<file path="config.mk">
export PLATFORM = sky130hd
export DESIGN_NAME = link_rx_buffer
export DESIGN_NICKNAME = d
export VERILOG_FILES = /design/src/rtl/link_pkg.sv /design/src/rtl/sync_fifo.sv /design/src/rtl/link_rx_buffer.sv
export SDC_FILE = /design/constraint.sdc
export NUM_CORES = 1
export LEC_CHECK = 0
export CORE_MARGIN = 5
export CORE_UTILIZATION = 50
export CTS_BUF_LIST = sky130_fd_sc_hd__clkbuf_4 sky130_fd_sc_hd__clkbuf_8
export CTS_CLUSTER_SIZE = 12
export DETAILED_ROUTE_END_ITERATION = 8
export HOLD_SLACK_MARGIN = 0.05
export MAX_ROUTING_LAYER = met4
export PLACE_DENSITY_LB_ADDON = 0.25
export SLEW_MARGIN = 40
export SYNTH_ARGS = -nofsm -noshare
export SYNTH_HDL_FRONTEND = slang
export SYNTH_SLANG_ARGS = --single-unit
</file>
<file path="constraint.sdc">
create_clock -name clk -period 6.2 [get_ports clk]
set_input_delay 1.55 -clock clk [delete_from_list [all_inputs] [get_ports clk]]
set_output_delay 1.55 -clock clk [all_outputs]
set_load 0.01 [all_outputs]
</file>
<file path="src/rtl/link_pkg.sv">
// Definitions shared by both ends of the req/ack byte link.
// Holds the handshake state encoding and the default link data width.
package link_pkg;

   localparam int LINK_DATA_W = 8;

   typedef enum logic [0:0] {
      S_IDLE = 1'b0,
      S_ACK  = 1'b1
   } link_state_t;

endpackage

</file>
<file path="src/rtl/sync_fifo.sv">
// Single-clock first-word fall-through FIFO.
// Pushes are refused when full and pops are ignored when empty.
module sync_fifo #(
   parameter int DATA_W = 8,
   parameter int DEPTH  = 4
) (
   input  logic              clk,
   input  logic              rst_n,
   input  logic              push,
   input  logic [DATA_W-1:0] din,
   input  logic              pop,
   output logic [DATA_W-1:0] dout,
   output logic              full,
   output logic              empty
);

   localparam int            AW       = $clog2(DEPTH);
   localparam logic [AW:0]   OCC_FULL = (AW+1)'(DEPTH);
   localparam logic [AW:0]   OCC_ONE  = (AW+1)'(1);
   localparam logic [AW-1:0] PTR_ONE  = AW'(1);

   logic [DATA_W-1:0] r_mem [DEPTH];
   logic [AW-1:0]     r_wr_ptr;
   logic [AW-1:0]     r_rd_ptr;
   logic [AW:0]       r_occ;
   logic              w_push;
   logic              w_pop;

   assign full   = (r_occ == OCC_FULL);
   assign empty  = (r_occ == '0);
   assign w_push = push && !full;
   assign w_pop  = pop && !empty;
   assign dout   = r_mem[r_rd_ptr];

   // Storage carries no reset; its contents are meaningless while empty.
   always_ff @(posedge clk) begin
      if (w_push) begin
         r_mem[r_wr_ptr] <= din;
      end
   end

   always_ff @(posedge clk or negedge rst_n) begin
      if (!rst_n) begin
         r_wr_ptr <= '0;
         r_rd_ptr <= '0;
         r_occ    <= '0;
      end else begin
         if (w_push) begin
            r_wr_ptr <= r_wr_ptr + PTR_ONE;
         end
         if (w_pop) begin
            r_rd_ptr <= r_rd_ptr + PTR_ONE;
         end
         case ({w_push, w_pop})
            2'b10:   r_occ <= r_occ + OCC_ONE;
            2'b01:   r_occ <= r_occ - OCC_ONE;
            default: r_occ <= r_occ;
         endcase
      end
   end

endmodule

</file>
<file path="src/rtl/link_rx_buffer.sv">
// Receive side of the req/ack byte link: 4-phase handshake slave feeding a
// FWFT FIFO, with a saturating byte count and a sticky burst-done flag.
module link_rx_buffer
   import link_pkg::*;
#(
   parameter int  DATA_W    = LINK_DATA_W,
   parameter int  DEPTH     = 4,
   parameter int  BURST_LEN = 4,
   localparam int CNT_W     = $clog2(BURST_LEN + 1)
) (
   input  logic              clk,
   input  logic              rst_n,
   input  logic              req,
   input  logic [DATA_W-1:0] data_in,
   output logic              ack,
   output logic              m_valid,
   output logic [DATA_W-1:0] m_data,
   input  logic              m_ready,
   output logic [CNT_W-1:0]  count,
   output logic              done
);

   localparam logic [CNT_W-1:0] CNT_MAX  = CNT_W'(BURST_LEN);
   localparam logic [CNT_W-1:0] CNT_LAST = CNT_W'(BURST_LEN - 1);
   localparam logic [CNT_W-1:0] CNT_ONE  = CNT_W'(1);

   link_state_t      r_state;
   link_state_t      w_state_nxt;
   logic             r_ack;
   logic             w_ack_nxt;
   logic [CNT_W-1:0] r_count;
   logic             r_done;
   logic             w_push;
   logic             w_full;
   logic             w_empty;

   sync_fifo #(
      .DATA_W (DATA_W),
      .DEPTH  (DEPTH)
   ) u_fifo (
      .clk   (clk),
      .rst_n (rst_n),
      .push  (w_push),
      .din   (data_in),
      .pop   (m_ready),
      .dout  (m_data),
      .full  (w_full),
      .empty (w_empty)
   );

   // Full comes from registered occupancy, so a same-cycle pop does not
   // open space for a push until the following edge.
   always_comb begin
      w_state_nxt = r_state;
      w_push      = 1'b0;
      case (r_state)
         S_IDLE: begin
            if (req && !w_full && !r_done) begin
               w_push      = 1'b1;
               w_state_nxt = S_ACK;
            end
         end
         S_ACK: begin
            if (!req) begin
               w_state_nxt = S_IDLE;
            end
         end
         default: w_state_nxt = S_IDLE;
      endcase
      w_ack_nxt = (w_state_nxt == S_ACK);
   end

   always_ff @(posedge clk or negedge rst_n) begin
      if (!rst_n) begin
         r_state <= S_IDLE;
         r_ack   <= 1'b0;
         r_count <= '0;
         r_done  <= 1'b0;
      end else begin
         r_state <= w_state_nxt;
         r_ack   <= w_ack_nxt;
         if (w_push && (r_count != CNT_MAX)) begin
            r_count <= r_count + CNT_ONE;
         end
         if (w_push && (r_count == CNT_LAST)) begin
            r_done <= 1'b1;
         end
      end
   end

   assign ack     = r_ack;
   assign count   = r_count;
   assign done    = r_done;
   assign m_valid = !w_empty;

endmodule

</file>
* Yosys cells after proc, flatten, opt, wreduce, memory -nomap -nowiden
Memories as Yosys holds them, arrays and structs flattened.
Index checks and enable logic that the tools add are counted.
** Storage, ports and cells
- Bits in writable memories :: 32
- Memories :: 1
- Logic and storage cells :: 36
- Register bits :: 12
** Memory list
- u_fifo.r_mem :: words 4, bits a word 8, rd ports 1, clocked after memory_dff 0, write ports 1, line sync_fifo.sv:22 : logic [DATA_W-1:0] r_mem [DEPTH];
** Cells by class
- Multiplexer cells :: 7
- Equality and inequality tests :: 5
- Bitwise logic cells :: 1
- $add $sub $neg :: 5
- Reduce and logical (&&, ||, !) cells :: 11
** Operators with widths (number)
- 3-bit by 1-bit adder with 3-bit output, second input constant :: 2
- 1-bit logical AND :: 6
- 3-bit case mux with 2 select lines :: 1
- 1-bit 2-to-1 mux :: 5
- 2-bit by 1-bit adder with 2-bit output, second input constant :: 2
- 3-bit by 2-bit == test with 1-bit output, second input constant :: 1
- 3-bit == test, second input constant :: 1
- 1-bit logical NOT :: 3
- 3-bit logical NOT :: 1
- 3-bit inequality test, second input constant :: 1
- 3-bit by 1-bit subtractor with 3-bit output, second input constant :: 1
- 2-bit by 1-bit == test with 1-bit output, second input constant :: 1
- 2-bit == test, second input constant :: 1
- 1-bit case mux with 2 select lines :: 1
- 2-bit nonzero test :: 1
- 1-bit NOT :: 1

* Logic depth before layout (Yosys ltp)
Gate-level depths: netlist of run 1.
- Depth in word-level cells :: 9
- Gate-level depth with buffers :: 9

* Cells and area by module
A second synthesis of run 1 with hierarchy kept.
** Unflattened totals
- Cell total of the unflattened synthesis :: 102
- Area, all modules :: 1865.5 um^2
** By module, submodules not included
- sync_fifo :: seq. area each 1136.1 um^2, cells each 79, area each 1592.8 um^2, times used 1
- link_rx_buffer :: seq. area each 125.1 um^2, cells each 23, area each 272.8 um^2, times used 1

* Worst setup path after synthesis of run 1
OpenSTA, ideal clock, no wires.
- Kind :: input port to flip-flop
- Start point :: input req
- End point :: register u_fifo.r_occ[2]
- Stages :: 9
- Path buffers :: 0
- Slack :: 3.208 ns
- Arrival time :: 2.913 ns
- Cell sequence :: nor3b_4 > and2_4 > inv_1 > ha_1 > inv_1 > fa_1 > xor2_1 > nor2_1 > xor2_1
** Between the ends
- Word-level cells in the longest chain between the ends :: 7
** RTL lines
- from (decl) :: line link_rx_buffer.sv:13 : input logic req,
- 1-bit logical AND (*) (2 in series) :: line link_rx_buffer.sv:58 : if (req && !w_full && !r_done) begin
- 1-bit 2-to-1 mux (*) :: line link_rx_buffer.sv:58
- 1-bit 2-to-1 mux (*) :: line link_rx_buffer.sv:56 : case (r_state)
- 1-bit logical AND (*) :: line sync_fifo.sv:31 : assign w_push = push && !full;
- 2-bit by 1-bit == test with 1-bit output / 2-bit == test (equally long branches) :: line sync_fifo.sv:54 : case ({w_push, w_pop})
- 3-bit case mux with 2 select lines / 2-bit nonzero test (equally long branches)
- to (signal assigned) :: line sync_fifo.sv:55 : 2'b10: r_occ <= r_occ + OCC_ONE;
- to (signal assigned) :: line sync_fifo.sv:56 : 2'b01: r_occ <= r_occ - OCC_ONE;
- to (signal assigned) :: line sync_fifo.sv:57 : default: r_occ <= r_occ;
- to (decl) :: line sync_fifo.sv:25 : logic [AW:0] r_occ;
Mark *: on every way between the ends. The rest lies on a longest branch, timed or not.
A chain may end at the register's enable or synchronous reset.

* Final worst setup path of run 1
- Start point :: register u_fifo.r_rd_ptr[0]
- End point :: output m_data[3]
** Between the ends
- Word-level cells in the longest chain between the ends :: 1
** RTL lines
- from (decl) :: line sync_fifo.sv:24 : logic [AW-1:0] r_rd_ptr;
- from (signal assigned) :: line sync_fifo.sv:52 : r_rd_ptr <= r_rd_ptr + PTR_ONE;
- memory read 4 x 8 bit
- to (decl) :: line link_rx_buffer.sv:17 : output logic [DATA_W-1:0] m_data,
Every way passes these cells.

==> results of run 1 <==
-- through the flow --
| stage | cells | hold WS [ns] | util | area [sq um] | setup WS [ns] |
|---|---|---|---|---|---|
| final | 180 | 0.508 | 0.624 | 2250 | 2.55 |
| after floorplan | 101 | 0.469 | - | 1840 | 3.21 |
| after global routing | 180 | 0.521 | 0.624 | 2250 | 2.40 |
| after detailed placement | 172 | 0.499 | 0.593 | 2140 | 2.63 |
| after CTS | 180 | 0.509 | 0.624 | 2250 | 2.49 |
| after global placement | 172 | 0.487 | 0.593 | 2140 | 2.73 |
-- routing by layer --
metal  track usage  up-vias  wire [microns]
met5             -        -               0
met4        0.0626        0              59
met3        0.0540        6             126
met2         0.223       19            1580
met1         0.160      464            1200
li1              -      431               -
-- layout by cell type, fill, tap and decap left out, types with 3 or more instances in the layout --
cell / count
edfxtp_1: 32
clkdlybuf4s50_1: 25
dfrtp_1: 12
inv_1: 9
mux4_2: 8
ha_1: 8
nand2_1: 5
clkbuf_8: 5
and3_2: 4
xnor2_1: 4
xor2_1: 3
-- final cells by class --
| class | instances | area [sq um] | area share |
|---|---|---|---|
| Inverter | 9 | 33.8 | 0.0150 |
| Clock inverter | 2 | 35.0 | 0.0156 |
| Tap cell | 48 | 60.1 | 0.0267 |
| Multi-Input combinational cell | 46 | 532 | 0.237 |
| Timing Repair Buffer | 25 | 250 | 0.111 |
| Clock buffer | 6 | 76.3 | 0.0339 |
| Sequential cell | 44 | 1260 | 0.561 |
-- cell usage after synthesis --
cell type  count
a21o_2         1
and2_4         1
and3_2         4
buf_1          1
buf_2          1
dfrtp_1       12
edfxtp_1      32
fa_1           1
ha_1           8
inv_1          9
mux2_2         1
mux2_4         1
mux4_2         8
nand2_1        5
nand3_1        1
nand3b_1       1
nor2_1         1
nor3b_4        1
o21ai_0        1
o2bb2ai_1      1
o31a_2         1
or3_2          1
or3b_4         1
xnor2_1        4
xor2_1         3
-- registers in the layout, indices dropped and copies added (netlist names) --
signal / flops
u_fifo.r_mem: 32
done: 1
count: 3
u_fifo.r_occ: 3
u_fifo.r_rd_ptr: 2
ack: 1
u_fifo.r_wr_ptr: 2
-- worst max-delay path: cells and delay by family (launching register included) --
| family | cells | cell delay, ns |
|---|---|---|
| muxes | 1 | 0.58 |
| buffers and inverters | 1 | 0.49 |
| DFF | 1 | 0.73 |
-- worst min path at each step --
stage | slack [ns] | end
finish | 0.51 | u_fifo.r_occ[2]
detailed placement | 0.50 | u_fifo.r_occ[2]
floorplan | 0.47 | u_fifo.r_occ[2]
global route | 0.52 | u_fifo.r_occ[2]
CTS | 0.51 | u_fifo.r_occ[2]
global placement | 0.49 | u_fifo.r_occ[2]
-- logic make-up (layout without fill, tap and decap cells) --
logic type               after synthesis  in the layout  share of synthesized area
buffers and inverters                 11             42                     0.0232
flip-flops                            44             44                      0.687
AND/OR/NAND/NOR                       16             16                     0.0607
multiplexers                          10             10                      0.112
XOR/XNOR                               7              7                     0.0334
AO/OA/AOI/OAI                          4              4                     0.0177
adder cells (fa/ha/maj)                9              9                     0.0654
-- report_power, final --
group	internal (mW)	switching (mW)	total, mW
clock network	0.124	0.0924	0.216
logic	0.221	0.139	0.361
registers	0.378	0.0744	0.453
==> metrics, run 1 <==
port bufs 25; Yosys warnings 0; GR Overflow Total 0; layout cells sized above 1 0.212; Initial Util 0.509; reg2reg start u_fifo.r_occ[1]; Critical Path Source u_fifo.r_rd_ptr[0]; Routed WL 2.97 mm; Hold Path Class reg2reg; die height 70.6 microns; gpl congestion 0.719; reg2reg end u_fifo.r_occ[2]; antenna violations before repair 0; area leader, netlist edfxtp_1; HPWL after DPL 2.13 mm; core box area 3610 sq um; Synth Net Count 122; fin crit period 3.65 ns; Design Power 1.03 mW; cts bufs inserted 5; drt pass-1 iters 3; Critical Path End m_data[3]; outcome finished, final reports clean; Worst-Margin Slew 0.599 ns; area grow syn2layout 22.5%; # rows 22; CTS Root Cell clkbuf_8; Antenna diodes 0; final hold vios 0; Crit path arrival time 2.10 ns; ANT nets after route 0; # fillers 267; via count 920; final setup violation count 0; crit path max fanout 10; Yosys top cell area share 0.524; crit path cell chain mux4_2 -> clkdlybuf4s50_1; Final #Nets 152; cts hold-fix bufs 0; all-layer global routing usage 0.141; IO Count 26; PwrDens 458 nW/um^2; drt drc 0; RSZ-0062 raised after global routing false; Netlist cell types 25; post-cts resize count 0; mapped cell area 1840 sq um; largest net degree at the start of global routing 14; vias in the first global route 1011; Worst-Skew Late Latency 0.30 ns; post-CTS setup buffers 0; Gate Count Post-Synth 101; CTS sink cnt 44; Avg Cell Area, Syn 18.2 sq um; WP data required 4.65 ns; worst vdd ir 0.226 mV; setup TNS 0 ns; Critical-path top delay cell dfrtp_1; CTS tree done; max_slew headroom 0.600; die area 4980 sq um; Fin Clk Skew 0.00614 ns; critical path capture point type output port; Max-cap violations 0; CTS clk-pin slew, worst paths 0.07 ns; leakage power 0.843 nW; Hold Startpoint u_fifo.r_occ[2]; initial DRC count 60; worst reg-to-reg path cell count 9; global-route wire length before repair 4.98 mm; crit-path max cell delay 0.73 ns; Pins Over Slew Limit 0; fin crit share 0.588; Synth area leaders edfxtp_1 52%, dfrtp_1 16%, mux4_2 9.8%; Die X 70.6 microns; Via density 5.11; R2R setup slack 3.98 ns; sequential area share after synthesis 0.687; worst hold stages 1; type of origin of the critical path flop; WL per Instance 16.5 microns; H-tree depth 2; fmax 0.274 GHz; Seq cells post-synth 44; maximum root-to-sink buffer count 2; kind of critical path reg2out
(Power assumes the default switching activity.)
==> run 2, diff against run 1 <==
==> constraint.sdc (replaced) <==
create_clock -name clk -period 3.5 [get_ports clk]
set_input_delay 0.875 -clock clk [delete_from_list [all_inputs] [get_ports clk]]
set_output_delay 0.875 -clock clk [all_outputs]
set_load 0.01 [all_outputs]
==> results of run 2 <==
Same layout as run 1 (identical final DEF). Status: finished, final reports clean.
Main changes from that run: setup slack after placement 2.63 ns -> 0.605 ns; setup slack after layout 2.55 ns -> 0.529 ns; register-to-register setup slack 3.98 ns -> 1.28 ns; total power 1.03 mW -> 1.82 mW; worst IR drop on VDD 0.226 mV -> 0.400 mV
==> run 3, diff against run 2 <==
==> constraint.sdc (replaced) <==
create_clock -name clk -period 2.75 [get_ports clk]
set_input_delay 0.6875 -clock clk [delete_from_list [all_inputs] [get_ports clk]]
set_output_delay 0.6875 -clock clk [all_outputs]
set_load 0.01 [all_outputs]
==> run 3 against run 2 <==
  * Critical path depth increased by 1
  * Non-clock buffer count increased by 2
  * Combinational power increased by 40%
  * First-iteration DRC count increased by 1.7%
  * Register-to-register slack got worse by 0.84 ns
  * Final area increased by 1.8%
  * Total power increased by 35%
  * Clock skew increased by 0.00091 ns
  * Final cell count increased by 1.1%
  * Utilization increased by 1.1 points
  * Clock power increased by 51%
  * Die area unchanged
  * Largest power group unchanged
==> metrics, run 3 (synthesized netlist as in run 1, its figures left out) <==
outcome finished, final reports clean; Worst-Skew Late Latency 0.29 ns (about the same); Routed WL 3.24 mm (+9.2%); maximum root-to-sink buffer count 2 (unchanged); Design Power 2.47 mW; GR Overflow Total 0 (unchanged); die area 4980 sq um (unchanged); CTS clk-pin slew, worst paths 0.08 ns (about the same); global-route wire length before repair 5.47 mm (+9.8%); cts bufs inserted 5 (unchanged); HPWL after DPL 2.35 mm (+10%); PwrDens 1080 nW/um^2; Fin Clk Skew 0.00705 ns (+0.000908 ns); port bufs 25 (unchanged); reg2reg start u_fifo.r_occ[1]; vias in the first global route 1092 (+8.0%); die height 70.6 microns (unchanged); cts hold-fix bufs 0 (unchanged); crit path max fanout 6 (-4); Hold Path Class reg2reg; area grow syn2layout 24.7%; largest net degree at the start of global routing 15 (+1); fmax 0.396 GHz; CTS Root Cell clkbuf_8; # rows 22 (unchanged); WP data required 2.06 ns; post-cts resize count 0 (unchanged); Initial Util 0.509 (unchanged); H-tree depth 2 (unchanged); via count 942 (+2.4%); fin crit share 0.918; commonest cells after routing, fill and taps aside 32 x edfxtp_1, 25 x clkdlybuf4s50_1, 12 x dfrtp_1, 9 x inv_1; R2R setup slack 0.44 ns; Die X 70.6 microns (unchanged); Crit path arrival time 1.84 ns (-0.26 ns); leakage power 0.863 nW (+2.4%); type of origin of the critical path flop; Worst-Margin Slew 0.535 ns (-0.0648 ns); final hold vios 0 (unchanged); Max-cap violations 0 (unchanged); CTS tree done; Antenna diodes 0 (unchanged); kind of critical path reg2out; drt pass-1 iters 4 (+1); Hold Slack 0.514 ns (+0.00592 ns); Via density 5.18 (+1.3%); critical path capture point type output port; fin crit period 2.53 ns; ANT nets after route 0 (unchanged); CTS sink cnt 44 (unchanged); WL per Instance 17.8 microns (+8.0%); Final Non-Filler Cells 182 (+1.1%); Final #Nets 154 (+1.3%); max_slew headroom 0.642 (+0.0421); # fillers 263 (-1.5%); Pins Over Slew Limit 0 (unchanged); Critical Path End m_data[0]; layout cells sized above 1 0.224 (+0.0118); all-layer global routing usage 0.157 (+0.0160); most common cell after layout, fill and taps aside edfxtp_1; reg2reg end u_fifo.r_occ[2]; antenna violations before repair 0 (unchanged); Critical Path Source u_fifo.r_rd_ptr[0]; Most flops, register u_fifo.r_mem; core box area 3610 sq um (unchanged); final setup violation count 0 (unchanged); gpl congestion 0.716 (-0.35%); IO Count 26 (unchanged); initial DRC count 61 (+1.7%); RSZ-0062 raised after global routing false; post-CTS setup buffers 0 (unchanged); max reg flops 32 (unchanged); worst reg-to-reg path cell count 9 (unchanged); worst vdd ir 0.541 mV; drt drc 0 (unchanged); Post-Place Cells 174 (+1.2%)
run 3: cell types whose count changed in the layout (fill, tap and decap cells not counted):
cell	change
buf_4	+2
bufinv_16	+1
clkinv_2	-1
run 3: power by group:
group / internal, mW / leakage [nW] / switching (mW) / total (mW)
combinational: 0.520 / 0.364 / 0.376 / 0.896
clock: 0.373 / 0.0688 / 0.208 / 0.580
sequential: 0.854 / 0.431 / 0.136 / 0.990
total: 1.75 / 0.863 / 0.720 / 2.47
run 3: worst min path at each step:
stage,start,endpoint,slack [ns],depth (start not counted)
finish,u_fifo.r_occ[2],u_fifo.r_occ[2],0.51,1
detailed placement,u_fifo.r_occ[2],u_fifo.r_occ[2],0.50,1
floorplan,rst_n,ack,0.39,0
CTS,u_fifo.r_occ[2],u_fifo.r_occ[2],0.51,1
global placement,u_fifo.r_occ[2],u_fifo.r_occ[2],0.49,1
global route,u_fifo.r_occ[2],u_fifo.r_occ[2],0.53,1
run 3: area by class of cell:
cell class	count	area [sq um]	share of cell area
sequential	44	1260	0.551
timing repair buffer	27	265	0.116
clock buffer	6	76.3	0.0334
inverter	9	33.8	0.0148
tap	48	60.1	0.0262
clock inverter	2	60.1	0.0262
multi-input combinational	46	532	0.232
run 3: stage by stage:
stage,setup WS (ns),utilization,setup TNS (ns),cell area (sq um)
floorplan,0.620,-,0,1840
global placement,0.145,0.597,0,2150
detailed placement,-0.00782,0.597,-0.00782,2150
CTS,0.203,0.635,0,2290
global route,0.151,0.635,0,2290
finish,0.225,0.635,0,2290
run 3: worst max-delay path: stages, from the launching register on:
cell and delay (ns):
dfrtp_1 0.35, buf_4 0.17, mux4_2 0.52, clkdlybuf4s50_1 0.49
run 3: routing by layer:
layer / track usage / share of wire
met4: 0.0752 / 0.023
met3: 0.0511 / 0.039
met1: 0.161 / 0.37
met5: - / 0
met2: 0.271 / 0.56
